### src/rtl/cyclic_encoder7_4_if.sv
// Handshake and output bundle for the serial (7,4) cyclic encoder.
//   master : drives the message (in_valid, in_data) and observes the encoder outputs
//   slave  : the encoder itself
// Signals:
//   in_valid   message present
//   in_data    message m[3:0], m[3] highest order
//   in_ready   encoder idle and able to accept
//   ser_out    serial codeword bit, c[6] first
//   ser_valid  ser_out carries a codeword bit
//   code_out   last completed codeword {m[3:0], parity[2:0]}
//   code_valid one-cycle pulse when code_out updates
// Optional feature macro ERR_INJECT_EN adds err_en / err_pos (bit-flip injection).
interface cyclic_encoder7_4_if;
   logic       in_valid;
   logic [3:0] in_data;
   logic       in_ready;
   logic       ser_out;
   logic       ser_valid;
   logic [6:0] code_out;
   logic       code_valid;
`ifdef ERR_INJECT_EN
   logic       err_en;
   logic [2:0] err_pos;

   modport master (
      output in_valid, in_data, err_en, err_pos,
      input  in_ready, ser_out, ser_valid, code_out, code_valid
   );
   modport slave (
      input  in_valid, in_data, err_en, err_pos,
      output in_ready, ser_out, ser_valid, code_out, code_valid
   );
`else
   modport master (
      output in_valid, in_data,
      input  in_ready, ser_out, ser_valid, code_out, code_valid
   );
   modport slave (
      input  in_valid, in_data,
      output in_ready, ser_out, ser_valid, code_out, code_valid
   );
`endif
endinterface

### src/rtl/cyclic_encoder7_4.sv
// Serial systematic (7,4) cyclic-code encoder, g(x) = x^3 + POLY[2]x^2 + POLY[1]x + POLY[0].
// Accepts one 4-bit message per handshake, streams the 7-bit codeword MSB first
// (message bits then parity) and then presents it in parallel with a one-cycle pulse.
// Ports:
//   clk  rising-edge clock
//   rst  asynchronous active-high reset
//   bus  cyclic_encoder7_4_if.slave (handshake, serial and parallel outputs)
// Optional feature: define ERR_INJECT_EN to add err_en/err_pos on the interface; the
// selected codeword bit is inverted after encoding in both the stream and code_out.
// POLY[0] must be 1 for g(x) to be a valid generator.
module cyclic_encoder7_4 #(
   parameter logic [2:0] POLY = 3'b011
) (
   input  logic               clk,
   input  logic               rst,
   cyclic_encoder7_4_if.slave bus
);

   typedef enum logic [1:0] {StIdle, StMsg, StPar} state_t;

   state_t     r_state, w_state_nxt;
   logic [2:0] r_cnt, w_cnt_nxt;        // codeword bits already emitted
   logic [2:0] r_lfsr, w_lfsr_nxt;      // {r2, r1, r0}
   logic [3:0] r_msg, w_msg_nxt;        // remaining message bits, next one at [3]
   logic [6:0] r_acc, w_acc_nxt;        // clean codeword bits emitted so far
   logic [6:0] r_mask, w_mask_nxt;      // bit-flip mask latched at accept
   logic       r_ser_out, w_ser_out_nxt;
   logic       r_ser_valid, w_ser_valid_nxt;
   logic [6:0] r_code_out, w_code_out_nxt;
   logic       r_code_valid, w_code_valid_nxt;

   logic       w_bit;
   logic       w_fb;
   logic       w_emit;
   logic [2:0] w_idx;
   logic [6:0] w_err_mask;

`ifdef ERR_INJECT_EN
   assign w_err_mask = (bus.err_en && (bus.err_pos != 3'd7)) ? (7'd1 << bus.err_pos) : 7'd0;
`else
   assign w_err_mask = 7'd0;
`endif

   always_comb begin
      w_state_nxt      = r_state;
      w_cnt_nxt        = r_cnt;
      w_lfsr_nxt       = r_lfsr;
      w_msg_nxt        = r_msg;
      w_acc_nxt        = r_acc;
      w_mask_nxt       = r_mask;
      w_ser_out_nxt    = r_ser_out;
      w_ser_valid_nxt  = r_ser_valid;
      w_code_out_nxt   = r_code_out;
      w_code_valid_nxt = 1'b0;
      w_bit            = 1'b0;
      w_fb             = 1'b0;
      w_emit           = 1'b0;
      w_idx            = 3'd6 - r_cnt;

      unique case (r_state)
         StIdle: begin
            if (bus.in_valid) begin
               // LFSR is always zero here, so the first step needs no special case
               w_bit           = bus.in_data[3];
               w_fb            = w_bit ^ r_lfsr[2];
               w_lfsr_nxt      = {r_lfsr[1] ^ (w_fb & POLY[2]), r_lfsr[0] ^ (w_fb & POLY[1]), w_fb};
               w_msg_nxt       = {bus.in_data[2:0], 1'b0};
               w_mask_nxt      = w_err_mask;
               w_acc_nxt       = {6'b0, w_bit};
               w_ser_out_nxt   = w_bit ^ w_err_mask[6];
               w_ser_valid_nxt = 1'b1;
               w_cnt_nxt       = 3'd1;
               w_state_nxt     = StMsg;
            end
         end
         StMsg: begin
            w_emit = 1'b1;
            if (r_cnt != 3'd4) begin
               w_bit      = r_msg[3];
               w_fb       = w_bit ^ r_lfsr[2];
               w_lfsr_nxt = {r_lfsr[1] ^ (w_fb & POLY[2]), r_lfsr[0] ^ (w_fb & POLY[1]), w_fb};
               w_msg_nxt  = {r_msg[2:0], 1'b0};
            end else begin
               // all message bits absorbed: LFSR now holds {c2, c1, c0}
               w_bit       = r_lfsr[2];
               w_lfsr_nxt  = {r_lfsr[1:0], 1'b0};
               w_state_nxt = StPar;
            end
         end
         StPar: begin
            if (r_cnt != 3'd7) begin
               w_emit     = 1'b1;
               w_bit      = r_lfsr[2];
               w_lfsr_nxt = {r_lfsr[1:0], 1'b0};
            end else begin
               w_state_nxt      = StIdle;
               w_cnt_nxt        = 3'd0;
               w_ser_out_nxt    = 1'b0;
               w_ser_valid_nxt  = 1'b0;
               w_code_out_nxt   = r_acc ^ r_mask;
               w_code_valid_nxt = 1'b1;
               w_acc_nxt        = 7'd0;
               w_mask_nxt       = 7'd0;
            end
         end
         default: w_state_nxt = StIdle;
      endcase

      if (w_emit) begin
         w_ser_out_nxt = w_bit ^ r_mask[w_idx];
         w_acc_nxt     = {r_acc[5:0], w_bit};
         w_cnt_nxt     = r_cnt + 3'd1;
      end
   end

   always_ff @(posedge clk or posedge rst) begin
      if (rst) begin
         r_state      <= StIdle;
         r_cnt        <= 3'd0;
         r_lfsr       <= 3'd0;
         r_msg        <= 4'd0;
         r_acc        <= 7'd0;
         r_mask       <= 7'd0;
         r_ser_out    <= 1'b0;
         r_ser_valid  <= 1'b0;
         r_code_out   <= 7'd0;
         r_code_valid <= 1'b0;
      end else begin
         r_state      <= w_state_nxt;
         r_cnt        <= w_cnt_nxt;
         r_lfsr       <= w_lfsr_nxt;
         r_msg        <= w_msg_nxt;
         r_acc        <= w_acc_nxt;
         r_mask       <= w_mask_nxt;
         r_ser_out    <= w_ser_out_nxt;
         r_ser_valid  <= w_ser_valid_nxt;
         r_code_out   <= w_code_out_nxt;
         r_code_valid <= w_code_valid_nxt;
      end
   end

   assign bus.in_ready   = (r_state == StIdle);
   assign bus.ser_out    = r_ser_out;
   assign bus.ser_valid  = r_ser_valid;
   assign bus.code_out   = r_code_out;
   assign bus.code_valid = r_code_valid;

endmodule
### src/flat_wrapper.sv
// flat-port wrapper written by rule: the top's interface ports become plain ports
module cyclic_encoder7_4_flat 
#(
   parameter logic [2:0] POLY = 3'b011
)
  (clk, rst, bus_in_valid, bus_in_data, bus_in_ready, bus_ser_out, bus_ser_valid, bus_code_out, bus_code_valid);
  cyclic_encoder7_4_if bus_i ();
  input  logic clk;
  input  logic rst;
  input wire logic [$bits(bus_i.in_valid)-1:0] bus_in_valid;
  input wire logic [$bits(bus_i.in_data)-1:0] bus_in_data;
  output wire logic [$bits(bus_i.in_ready)-1:0] bus_in_ready;
  output wire logic [$bits(bus_i.ser_out)-1:0] bus_ser_out;
  output wire logic [$bits(bus_i.ser_valid)-1:0] bus_ser_valid;
  output wire logic [$bits(bus_i.code_out)-1:0] bus_code_out;
  output wire logic [$bits(bus_i.code_valid)-1:0] bus_code_valid;
  assign bus_i.in_valid = bus_in_valid;
  assign bus_i.in_data = bus_in_data;
  assign bus_in_ready = bus_i.in_ready;
  assign bus_ser_out = bus_i.ser_out;
  assign bus_ser_valid = bus_i.ser_valid;
  assign bus_code_out = bus_i.code_out;
  assign bus_code_valid = bus_i.code_valid;
  cyclic_encoder7_4 #(.POLY(POLY)) u_core (.clk(clk), .rst(rst), .bus(bus_i));
endmodule
### config.mk
export PLATFORM = sky130hd
export DESIGN_NAME = cyclic_encoder7_4_flat
export DESIGN_NICKNAME = d
export VERILOG_FILES = /design/src/rtl/cyclic_encoder7_4_if.sv /design/src/rtl/cyclic_encoder7_4.sv /design/src/flat_wrapper.sv
export SDC_FILE = /design/constraint.sdc
export NUM_CORES = 1
export LEC_CHECK = 0
export ABC_AREA = 1
export CORE_MARGIN = 4
export CORE_UTILIZATION = 60
export CTS_CLUSTER_SIZE = 28
export DETAILED_ROUTE_END_ITERATION = 10
export DONT_BUFFER_PORTS = 1
export GPL_TIMING_DRIVEN = 0
export PLACE_DENSITY = 0.76
export SETUP_SLACK_MARGIN = 0.15
export SYNTH_ARGS = -nofsm -noshare
export SYNTH_HDL_FRONTEND = slang
export SYNTH_SLANG_ARGS = --single-unit
### constraint.sdc
create_clock -name clk -period 2 [get_ports clk]
set_input_delay 0.2 -clock clk [delete_from_list [all_inputs] [get_ports clk]]
set_output_delay 0.2 -clock clk [all_outputs]
set_load 0.02 [all_outputs]
==> impl_metrics.env <==
export IMPL_status="complete, but fails checks"
export IMPL_failed_checks="negative hold slack"
export IMPL_core_area_um2=2233
export IMPL_antenna_found_initial=0
export IMPL_setup_viol=0
export IMPL_cts_clk_slew_worst_paths_ns=0.15
export IMPL_ys_flop_type="dfrtp_1"
export IMPL_nets=182
export IMPL_ant_nets=0
export IMPL_synth_top_cell_by_area="dfrtp_1"
export IMPL_synth_top_area_share_pct=47.49
export IMPL_place_hpwl_um=1922
export IMPL_path_class="reg2reg"
export IMPL_diodes=0
export IMPL_start_util_pct=63.70
export IMPL_dr_first_iter_drc_count=47
export IMPL_synth_seq_cells=27
export IMPL_rrSetupSlack_ns=0.31
export IMPL_post_cts_buffers=0
export IMPL_fp_row_count=17
export IMPL_cts_buffers=3
export IMPL_cts_resized_gates=0
export IMPL_utilization_pct=66.50
export IMPL_fin_cells=195
export IMPL_ios=18
export IMPL_maxSlewHeadroom_pct=31.57
export IMPL_yosysWarnings=0
export IMPL_yosysUniqueCellTypes=22
export IMPL_wl_um=2550
export IMPL_timing_rr_start="u_core.r_state[1]"
export IMPL_hold_viol_final=27
export IMPL_fmax_mhz=592.8
export IMPL_netlist_area_um2=1423
export IMPL_grt_pass1_vias=1044
export IMPL_final_common_cell="nand2_1"
export IMPL_whs_ns=-0.01387
export IMPL_cp_max_fo=10
export IMPL_vias=1071
export IMPL_ff2ff_path_depth=9
export IMPL_crit_chain="inv_1 > ha_1 > nand2_1 > nand2_1 > inv_2 > nand2_4 > nand2_8 > o21ai_2 > o21ai_2"
export IMPL_worstMarginPinSlew_ns=1.025
export IMPL_die_x_um=56.70
export IMPL_total_power_uw=2376
export IMPL_grt_overflow=0
export IMPL_dp_cells=191
export IMPL_synth_edff_count=0
export IMPL_max_cap_violations=0
export IMPL_postCtsHoldBufs=0
export IMPL_hold_path_class="in2async"
export IMPL_gp_congestion=0.8562
export IMPL_area_growth_pct=4.397
export IMPL_cts_tree="built"
export IMPL_drive_above_1_share_pct=12.57
export IMPL_cts_sinks=27
export IMPL_drc=0
export IMPL_period_share_pct=84.34
export IMPL_cp_slowest_cell="dfrtp_1"
export IMPL_synth_nets=177
export IMPL_final_setup_tns_ns=0
export IMPL_layout_common_cells="nand2_1 (42), inv_1 (27), dfrtp_1 (27)"
export IMPL_pre_cts_ws_ns=0.3368
export IMPL_async_flop_share_pct=100.0
export IMPL_p_leak_uw=0.0007640
export IMPL_reg2reg_to="u_core.r_cnt[0]"
export IMPL_clockRootBuffer="clkbuf_4"
export IMPL_wl_per_cell_um=13.08
export IMPL_vias_per_cell=5.492
export IMPL_grt_max_degree=28
export IMPL_grtUsageTotal_pct=17.07
export IMPL_synth_area_leaders="dfrtp_1 (47%), nand2_1 (11%), inv_1 (7.1%), ha_1 (6.2%), o21ai_0 (4.6%)"
export IMPL_firstDrtPassIters=5
export IMPL_syn_avg_cell_area_um2=8.728
export IMPL_yosysSeqAreaShare_pct=47.49
export IMPL_htreeDepth=1
export IMPL_grt_pass1_wl_um=4422
export IMPL_crit_arrival_ns=1.92
export IMPL_netlist_instances=163
export IMPL_required_ns=2.24
export IMPL_clk_latency_ns=0.33
export IMPL_design_die_area_um2=3214
export IMPL_end_kind="register"
export IMPL_ir_drop_mv=1.045
export IMPL_max_stage_delay_ns=0.44
export IMPL_clock_path_buffers=2
export IMPL_p_per_area_nw_per_um2=1600
export IMPL_io_buffers=0
export IMPL_skew_ns=0.002681
export IMPL_drv_slew=0
export IMPL_crit_start="u_core.r_state[1]"
export IMPL_fin_ws_ns=0.3131
export IMPL_start_kind="register"
export IMPL_min_period_ns=1.687
export IMPL_die_h_um=56.70
export IMPL_rsz0062_at_grt="false"
[how the worst max path moves through the flow]
stage	end
2_1_floorplan	u_core.r_cnt[0]
3_3_place_gp	u_core.r_cnt[0]
3_5_place_dp	u_core.r_cnt[0]
4_1_cts	u_core.r_cnt[0]
5_1_grt	u_core.r_msg[2]
6_report	u_core.r_cnt[0]
[state kept, by name, summed over array words and instances, names as in the netlist]
name / flops
u_core.r_acc: 7
u_core.r_lfsr: 3
u_core.bus.ser_valid: 1
u_core.bus.code_valid: 1
u_core.r_cnt: 3
u_core.r_state: 2
u_core.bus.code_out: 7
u_core.r_msg: 3
[synth_stat cells, types with 2 or more instances]
master	n
nand2_1	42
dfrtp_1	27
inv_1	27
o21ai_0	13
nand3_1	11
ha_1	7
o22ai_1	6
a21oi_1	5
inv_2	3
nor2_1	3
o211ai_1	3
o21ai_2	3
nand2_2	2
nand2_4	2
nand3_4	2
[layout make-up]
| class | instances | area [um2] |
|---|---|---|
| inverter | 30 | 112.6 |
| tap | 28 | 35.03 |
| buffer | 2 | 15.01 |
| clock buffer | 3 | 22.52 |
| clock inverter | 1 | 5.005 |
| sequential | 27 | 675.6 |
| fill | 177 | 748.2 |
| multi-input combinational | 104 | 619.3 |
[per-layer routing]
layer | global-route usage (%) | vias to the layer above | share of wire, %
met5 | 0 | - | 0
met4 | 5.085 | 0 | 1.4
li1 | - | 530 | -
met1 | 21.08 | 515 | 46
met2 | 29.87 | 21 | 49
met3 | 3.218 | 5 | 3.6
[kinds of logic after synthesis]
family | count (synthesis) | share of synthesized area (%)
AOI/OAI and AO/OA | 32 | 13.46
adders and majority gates | 7 | 6.156
and+or+nand+nor | 65 | 23.92
DFF | 27 | 47.49
buffers and inverters | 32 | 8.971
[metrics by stage]
| stage | area, um2 | hold slack (ns) |
|---|---|---|
| 3_5_place_dp | 1458 | 0.3640 |
| 2_1_floorplan | 1423 | 0.2527 |
| 3_3_place_gp | 1458 | 0.3600 |
| 6_report | 1485 | -0.01387 |
| 4_1_cts | 1485 | 0.005864 |
| 5_1_grt | 1485 | 0.02415 |
[worst max-delay path: cells and delay by family (launching register included)]
family / cells / cell delay (ns)
buffers and inverters: 2 / 0.18
DFF: 1 / 0.44
AOI/OAI and AO/OA: 2 / 0.13
and+or+nand+nor: 4 / 0.45
adders and majority gates: 1 / 0.40
[power breakdown]
part | switching (uW) | leakage [uW] | internal [uW] | total (uW)
registers | 161 | 0.000328 | 708 | 869
logic | 827 | 0.000418 | 440 | 1270
clock network | 165 | 0.0000177 | 75.1 | 240
total | 1150 | 0.000764 | 1220 | 2380
Note: power is estimated with default switching activity, not from simulation.
